<file path="config.mk">
export PLATFORM = sky130hd
export DESIGN_NAME = mpf_csr_event_counters
export DESIGN_NICKNAME = d
export VERILOG_FILES = /design/src/rtl/cci_mpf_csrs_pkg.sv /design/src/rtl/mpf_csr_event_counter.sv /design/src/rtl/mpf_csr_event_counters.sv
export SDC_FILE = /design/constraint.sdc
export NUM_CORES = 2
export LEC_CHECK = 0
export BUFFER_PORTS_ARGS = -buffer_cell sky130_fd_sc_hd__buf_4
export CAP_MARGIN = 40
export CORE_MARGIN = 2
export CORE_UTILIZATION = 40
export CTS_BUF_LIST = sky130_fd_sc_hd__clkbuf_2 sky130_fd_sc_hd__clkbuf_4 sky130_fd_sc_hd__clkbuf_8
export DETAILED_ROUTE_END_ITERATION = 12
export GPL_TIMING_DRIVEN = 0
export PLACE_DENSITY_LB_ADDON = 0.1
export SETUP_SLACK_MARGIN = 0.05
export SLEW_MARGIN = 20
export SYNTH_ARGS = -nofsm -noshare
export SYNTH_HDL_FRONTEND = slang
export SYNTH_SLANG_ARGS = --single-unit
</file>
<file path="constraint.sdc">
create_clock -name clk -period 5.98 [get_ports clk]
set_input_delay 0.299 -clock clk [delete_from_list [all_inputs] [get_ports clk]]
set_output_delay 0.299 -clock clk [all_outputs]
set_load 0.03 [all_outputs]
</file>
<file path="src/rtl/cci_mpf_csrs_pkg.sv">
// Shared MPF CSR definitions: event index map, widths, event vector and
// read-request payload types.
package cci_mpf_csrs_pkg;

    localparam int unsigned MPF_CSR_NUM_EVENTS     = 12;
    localparam int unsigned MPF_CSR_IDX_LAST_VADDR = 12;
    localparam int unsigned MPF_CSR_IDX_WIDTH      = 4;
    localparam int unsigned MPF_CSR_TID_WIDTH      = 9;
    localparam int unsigned MPF_CSR_DATA_WIDTH     = 64;
    localparam int unsigned CCI_CLADDR_WIDTH       = 42;

    typedef enum logic [MPF_CSR_IDX_WIDTH-1:0] {
        MPF_CSR_EV_VTP_4KB_HIT      = 4'd0,
        MPF_CSR_EV_VTP_4KB_MISS     = 4'd1,
        MPF_CSR_EV_VTP_2MB_HIT      = 4'd2,
        MPF_CSR_EV_VTP_2MB_MISS     = 4'd3,
        MPF_CSR_EV_PT_WALK_BUSY     = 4'd4,
        MPF_CSR_EV_FAILED_XLATE     = 4'd5,
        MPF_CSR_EV_VC_MAP_CHANGED   = 4'd6,
        MPF_CSR_EV_WRO_RR           = 4'd7,
        MPF_CSR_EV_WRO_RW           = 4'd8,
        MPF_CSR_EV_WRO_WR           = 4'd9,
        MPF_CSR_EV_WRO_WW           = 4'd10,
        MPF_CSR_EV_PWRITE           = 4'd11,
        MPF_CSR_EV_LAST_VADDR       = 4'd12,
        MPF_CSR_EV_RSVD13           = 4'd13,
        MPF_CSR_EV_RSVD14           = 4'd14,
        MPF_CSR_EV_RSVD15           = 4'd15
    } t_mpf_csr_event_idx;

    typedef logic [MPF_CSR_NUM_EVENTS-1:0] t_mpf_csr_events;

    typedef struct packed {
        logic                         valid;
        logic [MPF_CSR_IDX_WIDTH-1:0] idx;
        logic [MPF_CSR_TID_WIDTH-1:0] tid;
    } t_mpf_csr_rd_req;

endpackage

</file>
<file path="src/rtl/mpf_csr_event_counter.sv">
// Single wrapping event counter.
//   clk, reset : clock and synchronous active-high reset
//   inc        : add one this cycle
//   clr        : zero this cycle (wins over inc)
//   count      : registered counter value
module mpf_csr_event_counter #(
    parameter int unsigned CNTR_WIDTH = 48
) (
    input  logic                  clk,
    input  logic                  reset,
    input  logic                  inc,
    input  logic                  clr,
    output logic [CNTR_WIDTH-1:0] count
);

    logic [CNTR_WIDTH-1:0] count_q;
    logic [CNTR_WIDTH-1:0] count_d;

    // Clear wins over a same-cycle increment; overflow wraps silently.
    always_comb begin
        count_d = count_q;
        if (clr) begin
            count_d = '0;
        end else if (inc) begin
            count_d = count_q + CNTR_WIDTH'(1);
        end
    end

    always_ff @(posedge clk) begin
        if (reset) begin
            count_q <= '0;
        end else begin
            count_q <= count_d;
        end
    end

    assign count = count_q;

endmodule

</file>
<file path="src/rtl/mpf_csr_event_counters.sv">
// MPF CSR event counters: accumulates shim event strobes and serves
// fixed-latency MMIO reads (response two cycles after request).
//   clk, reset          : clock, synchronous active-high reset
//   events              : per-cycle event strobes (index map in package)
//   pt_walk_last_vaddr  : last page-walk line address, read at index 12
//   rd_req_*            : read request (valid / register index / tid)
//   clr_valid, clr_mask : masked counter clear
//   rd_rsp_*            : read response (valid pulse / 64b data / echoed tid)
module mpf_csr_event_counters
    import cci_mpf_csrs_pkg::*;
#(
    parameter int unsigned CNTR_WIDTH = 48,
    parameter int unsigned NUM_EVENTS = MPF_CSR_NUM_EVENTS
) (
    input  logic                          clk,
    input  logic                          reset,
    input  logic [NUM_EVENTS-1:0]         events,
    input  logic [CCI_CLADDR_WIDTH-1:0]   pt_walk_last_vaddr,
    input  logic                          rd_req_valid,
    input  logic [MPF_CSR_IDX_WIDTH-1:0]  rd_req_idx,
    input  logic [MPF_CSR_TID_WIDTH-1:0]  rd_req_tid,
    input  logic                          clr_valid,
    input  logic [NUM_EVENTS-1:0]         clr_mask,
    output logic                          rd_rsp_valid,
    output logic [MPF_CSR_DATA_WIDTH-1:0] rd_rsp_data,
    output logic [MPF_CSR_TID_WIDTH-1:0]  rd_rsp_tid
);

    logic [NUM_EVENTS-1:0]         ev_e1_q;
    logic [NUM_EVENTS-1:0]         ev_e2_q;
    logic [NUM_EVENTS-1:0]         clr_q;
    logic [CCI_CLADDR_WIDTH-1:0]   vaddr_e1_q;
    logic [CCI_CLADDR_WIDTH-1:0]   vaddr_e2_q;
    logic [CCI_CLADDR_WIDTH-1:0]   last_vaddr_q;
    t_mpf_csr_rd_req               rd_s1_q;
    logic                          rsp_valid_q;
    logic [MPF_CSR_DATA_WIDTH-1:0] rsp_data_q;
    logic [MPF_CSR_DATA_WIDTH-1:0] rsp_data_d;
    logic [MPF_CSR_TID_WIDTH-1:0]  rsp_tid_q;
    logic [CNTR_WIDTH-1:0]         cnt [NUM_EVENTS];

    // The read mux samples storage one cycle after the request, so every
    // storage input is delayed one extra stage. A read then observes the
    // state as of its request cycle: pre-clear on a same-cycle clear, and
    // events only from two or more cycles earlier.
    always_ff @(posedge clk) begin
        if (reset) begin
            ev_e1_q      <= '0;
            ev_e2_q      <= '0;
            clr_q        <= '0;
            vaddr_e1_q   <= '0;
            vaddr_e2_q   <= '0;
            last_vaddr_q <= '0;
            rd_s1_q      <= '0;
            rsp_valid_q  <= 1'b0;
            rsp_data_q   <= '0;
            rsp_tid_q    <= '0;
        end else begin
            ev_e1_q      <= events;
            ev_e2_q      <= ev_e1_q;
            clr_q        <= clr_valid ? clr_mask : '0;
            vaddr_e1_q   <= pt_walk_last_vaddr;
            vaddr_e2_q   <= vaddr_e1_q;
            last_vaddr_q <= vaddr_e2_q;
            rd_s1_q      <= '{valid: rd_req_valid, idx: rd_req_idx, tid: rd_req_tid};
            rsp_valid_q  <= rd_s1_q.valid;
            rsp_data_q   <= rsp_data_d;
            rsp_tid_q    <= rd_s1_q.tid;
        end
    end

    // One counter per event; clear is fanned out from the registered mask.
    for (genvar g = 0; g < NUM_EVENTS; g++) begin : g_cntr
        mpf_csr_event_counter #(
            .CNTR_WIDTH(CNTR_WIDTH)
        ) u_cntr (
            .clk   (clk),
            .reset (reset),
            .inc   (ev_e2_q[g]),
            .clr   (clr_q[g]),
            .count (cnt[g])
        );
    end

    // 16:1 read mux; reserved indices return zero.
    always_comb begin
        rsp_data_d = '0;
        if (rd_s1_q.idx < MPF_CSR_IDX_WIDTH'(NUM_EVENTS)) begin
            rsp_data_d = MPF_CSR_DATA_WIDTH'(cnt[rd_s1_q.idx]);
        end else if (rd_s1_q.idx == MPF_CSR_IDX_WIDTH'(MPF_CSR_IDX_LAST_VADDR)) begin
            rsp_data_d = MPF_CSR_DATA_WIDTH'(last_vaddr_q);
        end
    end

    assign rd_rsp_valid = rsp_valid_q;
    assign rd_rsp_data  = rsp_data_q;
    assign rd_rsp_tid   = rsp_tid_q;

endmodule

</file>
==> results.sh <==
export IMPL_reg2reg_depth=8
export IMPL_outcome="completed"
export IMPL_hold_violations=0
export IMPL_dr_pass1_iters=5
export IMPL_use_met2_pct=40.2
export IMPL_syn_instance_count=4009
export IMPL_drive_gt1_share_pct=14.4
export IMPL_rows=111
export IMPL_drv_slew=0
export IMPL_end_kind="register"
export IMPL_synth_warnings=0
export IMPL_maxClockFrequency_mhz=287
export IMPL_worst_pin_slew_ns=0.870
export IMPL_synth_main_ff_cell="dfxtp_1"
export IMPL_drt_total_wl_microns=128000
export IMPL_core_area_sq_um=91900
export IMPL_leakagePower_nw=14.7
export IMPL_finalSetupViolations=0
export IMPL_avgSynthCellArea_sq_um=9.28
export IMPL_htreeDepth=4
export IMPL_power_mw=11.7
export IMPL_cts_root_buffer="clkbuf_8"
export IMPL_startpoint="rd_s1_q[10]"
export IMPL_holdCritPathClass="in -> reg"
export IMPL_slew_headroom_pct=41.7
export IMPL_synth_edff_count=0
export IMPL_tritoncts="built"
export IMPL_rsz0062_at_grt="false"
export IMPL_r2r_setup_slack_ns=2.50
export IMPL_met1_usage_pct=38.2
export IMPL_timing_critical_path_from_type="register"
export IMPL_timing_rr_start="rd_s1_q[10]"
export IMPL_drc=0
export IMPL_antenna_found_initial=5
export IMPL_arrival_ns=4.18
export IMPL_crit_end="rd_rsp_data[23]"
export IMPL_fin_setup_tns_ns=0
export IMPL_syn_cell_area_sq_um=37200
export IMPL_grtUsageMet3_pct=4.49
export IMPL_synth_cell_type_count=57
export IMPL_synth_top_area_share_pct=43.6
export IMPL_grt_busiest_layer="met2"
export IMPL_syn_to_final_growth_pct=19.0
export IMPL_cts_made_buffers=148
export IMPL_vdd_drop_max_mv=0.213
export IMPL_wl_per_cell_microns=22.1
export IMPL_synth_area_top_cells="dfxtp_1 (44%), mux4_2 (8.6%), nor2_1 (5.4%)"
export IMPL_start_util_pct=40.4
export IMPL_boundaryPins=157
export IMPL_min_period_ns=3.48
export IMPL_drtIter0Drc=3219
export IMPL_grt_pass1_wl_microns=190000
export IMPL_synth_async_reset_ratio_pct=0
export IMPL_globalRouteOverflowTotal=0
export IMPL_clk_pin_slew_ns=0.06
export IMPL_globalplace_congestion=0.921
export IMPL_dieArea_sq_um=95400
export IMPL_ys_seq_area_share_pct=43.6
export IMPL_numPortBuffers=139
export IMPL_finalNonFillerCells=5781
export IMPL_ant_nets=0
export IMPL_insertion_delay_ns=0.85
export IMPL_clk_path_buf_depth=3
export IMPL_post_drt_via_cell_ratio=5.54
export IMPL_yosys_area_top_type="dfxtp_1"
export IMPL_r2r_end="rd_rsp_data[23]"
export IMPL_nets=4521
export IMPL_synth_seq_cells=810
export IMPL_die_y_microns=309
export IMPL_critical_path_class="reg -> reg"
export IMPL_cts_sinks=810
export IMPL_hold_ws_ns=0.202
export IMPL_cp_required_ns=6.68
export IMPL_dp_cells=5426
export IMPL_maxCapViolCount=0
export IMPL_crit_fanout=10
export IMPL_p_per_area_nw_per_um2=265
export IMPL_grt_pass1_vias=29400
export IMPL_die_w_microns=309
export IMPL_min_period_over_period_pct=58.2
export IMPL_place_hpwl_microns=97700
export IMPL_fin_skew_ns=0.0446
export IMPL_vias=32000
export IMPL_grt_max_degree=17
export IMPL_grtUsageTotal_pct=26.6
[placed cells by master (no fill, tap or decap), types with 11 or more instances in the layout]
master and count:
mux4_2 142, buf_4 159, dlygate4sd3_1 82, nand2_1 242, and3_1 60, nor2_1 533, nand3_1 182, xnor2_1 186
or4_1 97, or2_2 25, o21ai_0 86, buf_1 31, buf_6 19, nor2b_1 177, xor2_1 187, nor4_1 76
o211ai_1 18, conb_1 16, or3_1 111, and4_1 56, mux2i_1 60, clkbuf_8 187, clkbuf_4 46, clkbuf_1 174
ha_1 12, nand4_1 203, a21oi_1 162, buf_2 11, a221oi_1 42, o31ai_1 67, dfxtp_1 810, inv_1 61
and2_1 33, nor3_1 82
[worst max-delay path, cell delays in order, from the launching register on]
cell      delay, ns
dfxtp_1        0.30
clkbuf_2       0.50
buf_2          0.60
clkbuf_1       0.52
mux4_2         0.45
mux2i_1        0.40
nor2_1         0.10
a221oi_1       0.37
nor2_1         0.09
[report_power, final]
part / leakage, nW / switching [mW] / internal [mW] / total, mW
Combinational: 6.47 / 0.317 / 0.207 / 0.524
Sequential: 6.56 / 0.0305 / 5.46 / 5.49
Clock: 1.69 / 2.46 / 3.26 / 5.72
[registers in the layout, summed over array words and instances (netlist names)]
signal	count
clr_q	12
ev_e1_q	12
ev_e2_q	12
g_cntr.u_cntr.count	576
last_vaddr_q	42
rd_rsp_data	48
rd_rsp_tid	9
rd_rsp_valid	1
rd_s1_q	14
vaddr_e1_q	42
vaddr_e2_q	42
[synthesized netlist by cell type, drive strengths merged (4+ instances only)]
cell type / number
o21a: 8
or2: 26
o211ai: 18
nor3: 86
nand4: 206
xnor2: 186
clkbuf: 181
and3: 61
o41ai: 4
or4: 97
buf: 56
ha: 12
a221oi: 42
o21ai: 86
dfxtp: 810
o31ai: 67
and2: 34
and4: 58
nor2: 533
mux2i: 60
or3: 111
o311ai: 4
a22oi: 6
nor2b: 177
mux4: 144
nand2: 243
nand3: 182
inv: 61
a21oi: 162
nor4: 85
xor2: 187
[area by class of cell]
type	count	area, sq um
clock buffers	231	2900
fillers	9013	47700
plain buffers	237	987
well taps	1243	1560
repair buffers	252	2190
multi-input cells	2916	19900
flip-flops and latches	810	16200
inverters	61	229
diodes	3	7.51
clock inverters	28	310
[through the flow]
stage	worst slack, ns	cell area (sq um)	util [%]
after global placement	1.05	39800	43.3
after floorplan	3.66	37200	-
after global routing	2.37	44300	48.1
after detailed placement	2.53	40100	43.6
final	2.50	44300	48.1
after CTS	2.50	44100	48.0
[layer usage]
metal  wire length [microns]  up-vias
li1                        -    15300
met1                   59700    15500
met2                   56200     1032
met3                    7860      200
met4                    4060        2
met5                      12        -
[kinds of logic after synthesis]
kind of cell | count (synthesis) | share of synthesized area (%)
buffers and inverters | 298 | 3.25
muxes | 204 | 10.4
and+or+nand+nor | 1906 | 26.9
xor gates and xnor gates | 373 | 8.79
AOI/OAI and AO/OA | 405 | 6.70
adders and majority gates | 12 | 0.404
other | 1 | 0.0101
DFF | 810 | 43.6
[worst min path at each step]
stage / start / endpoint / slack, ns / cells after the start
6_report: clr_mask[5] / clr_q[5] / 0.20 / 3
5_1_grt: clr_mask[5] / clr_q[5] / 0.18 / 3
4_1_cts: clr_mask[6] / clr_q[6] / 0.14 / 3
3_5_place_dp: vaddr_e2_q[1] / last_vaddr_q[1] / 0.42 / 1
3_3_place_gp: vaddr_e2_q[24] / last_vaddr_q[24] / 0.42 / 1
2_1_floorplan: ev_e1_q[0] / ev_e2_q[0] / 0.41 / 1
[what timing repair did]
item / in CTS / in global routing
resized for setup: 0 / 0
buffers inserted: 0 / 0
hold endpoints to repair: 80 / 0
hold buffers: 82 / 0
Power figures use the tool's default switching activity.
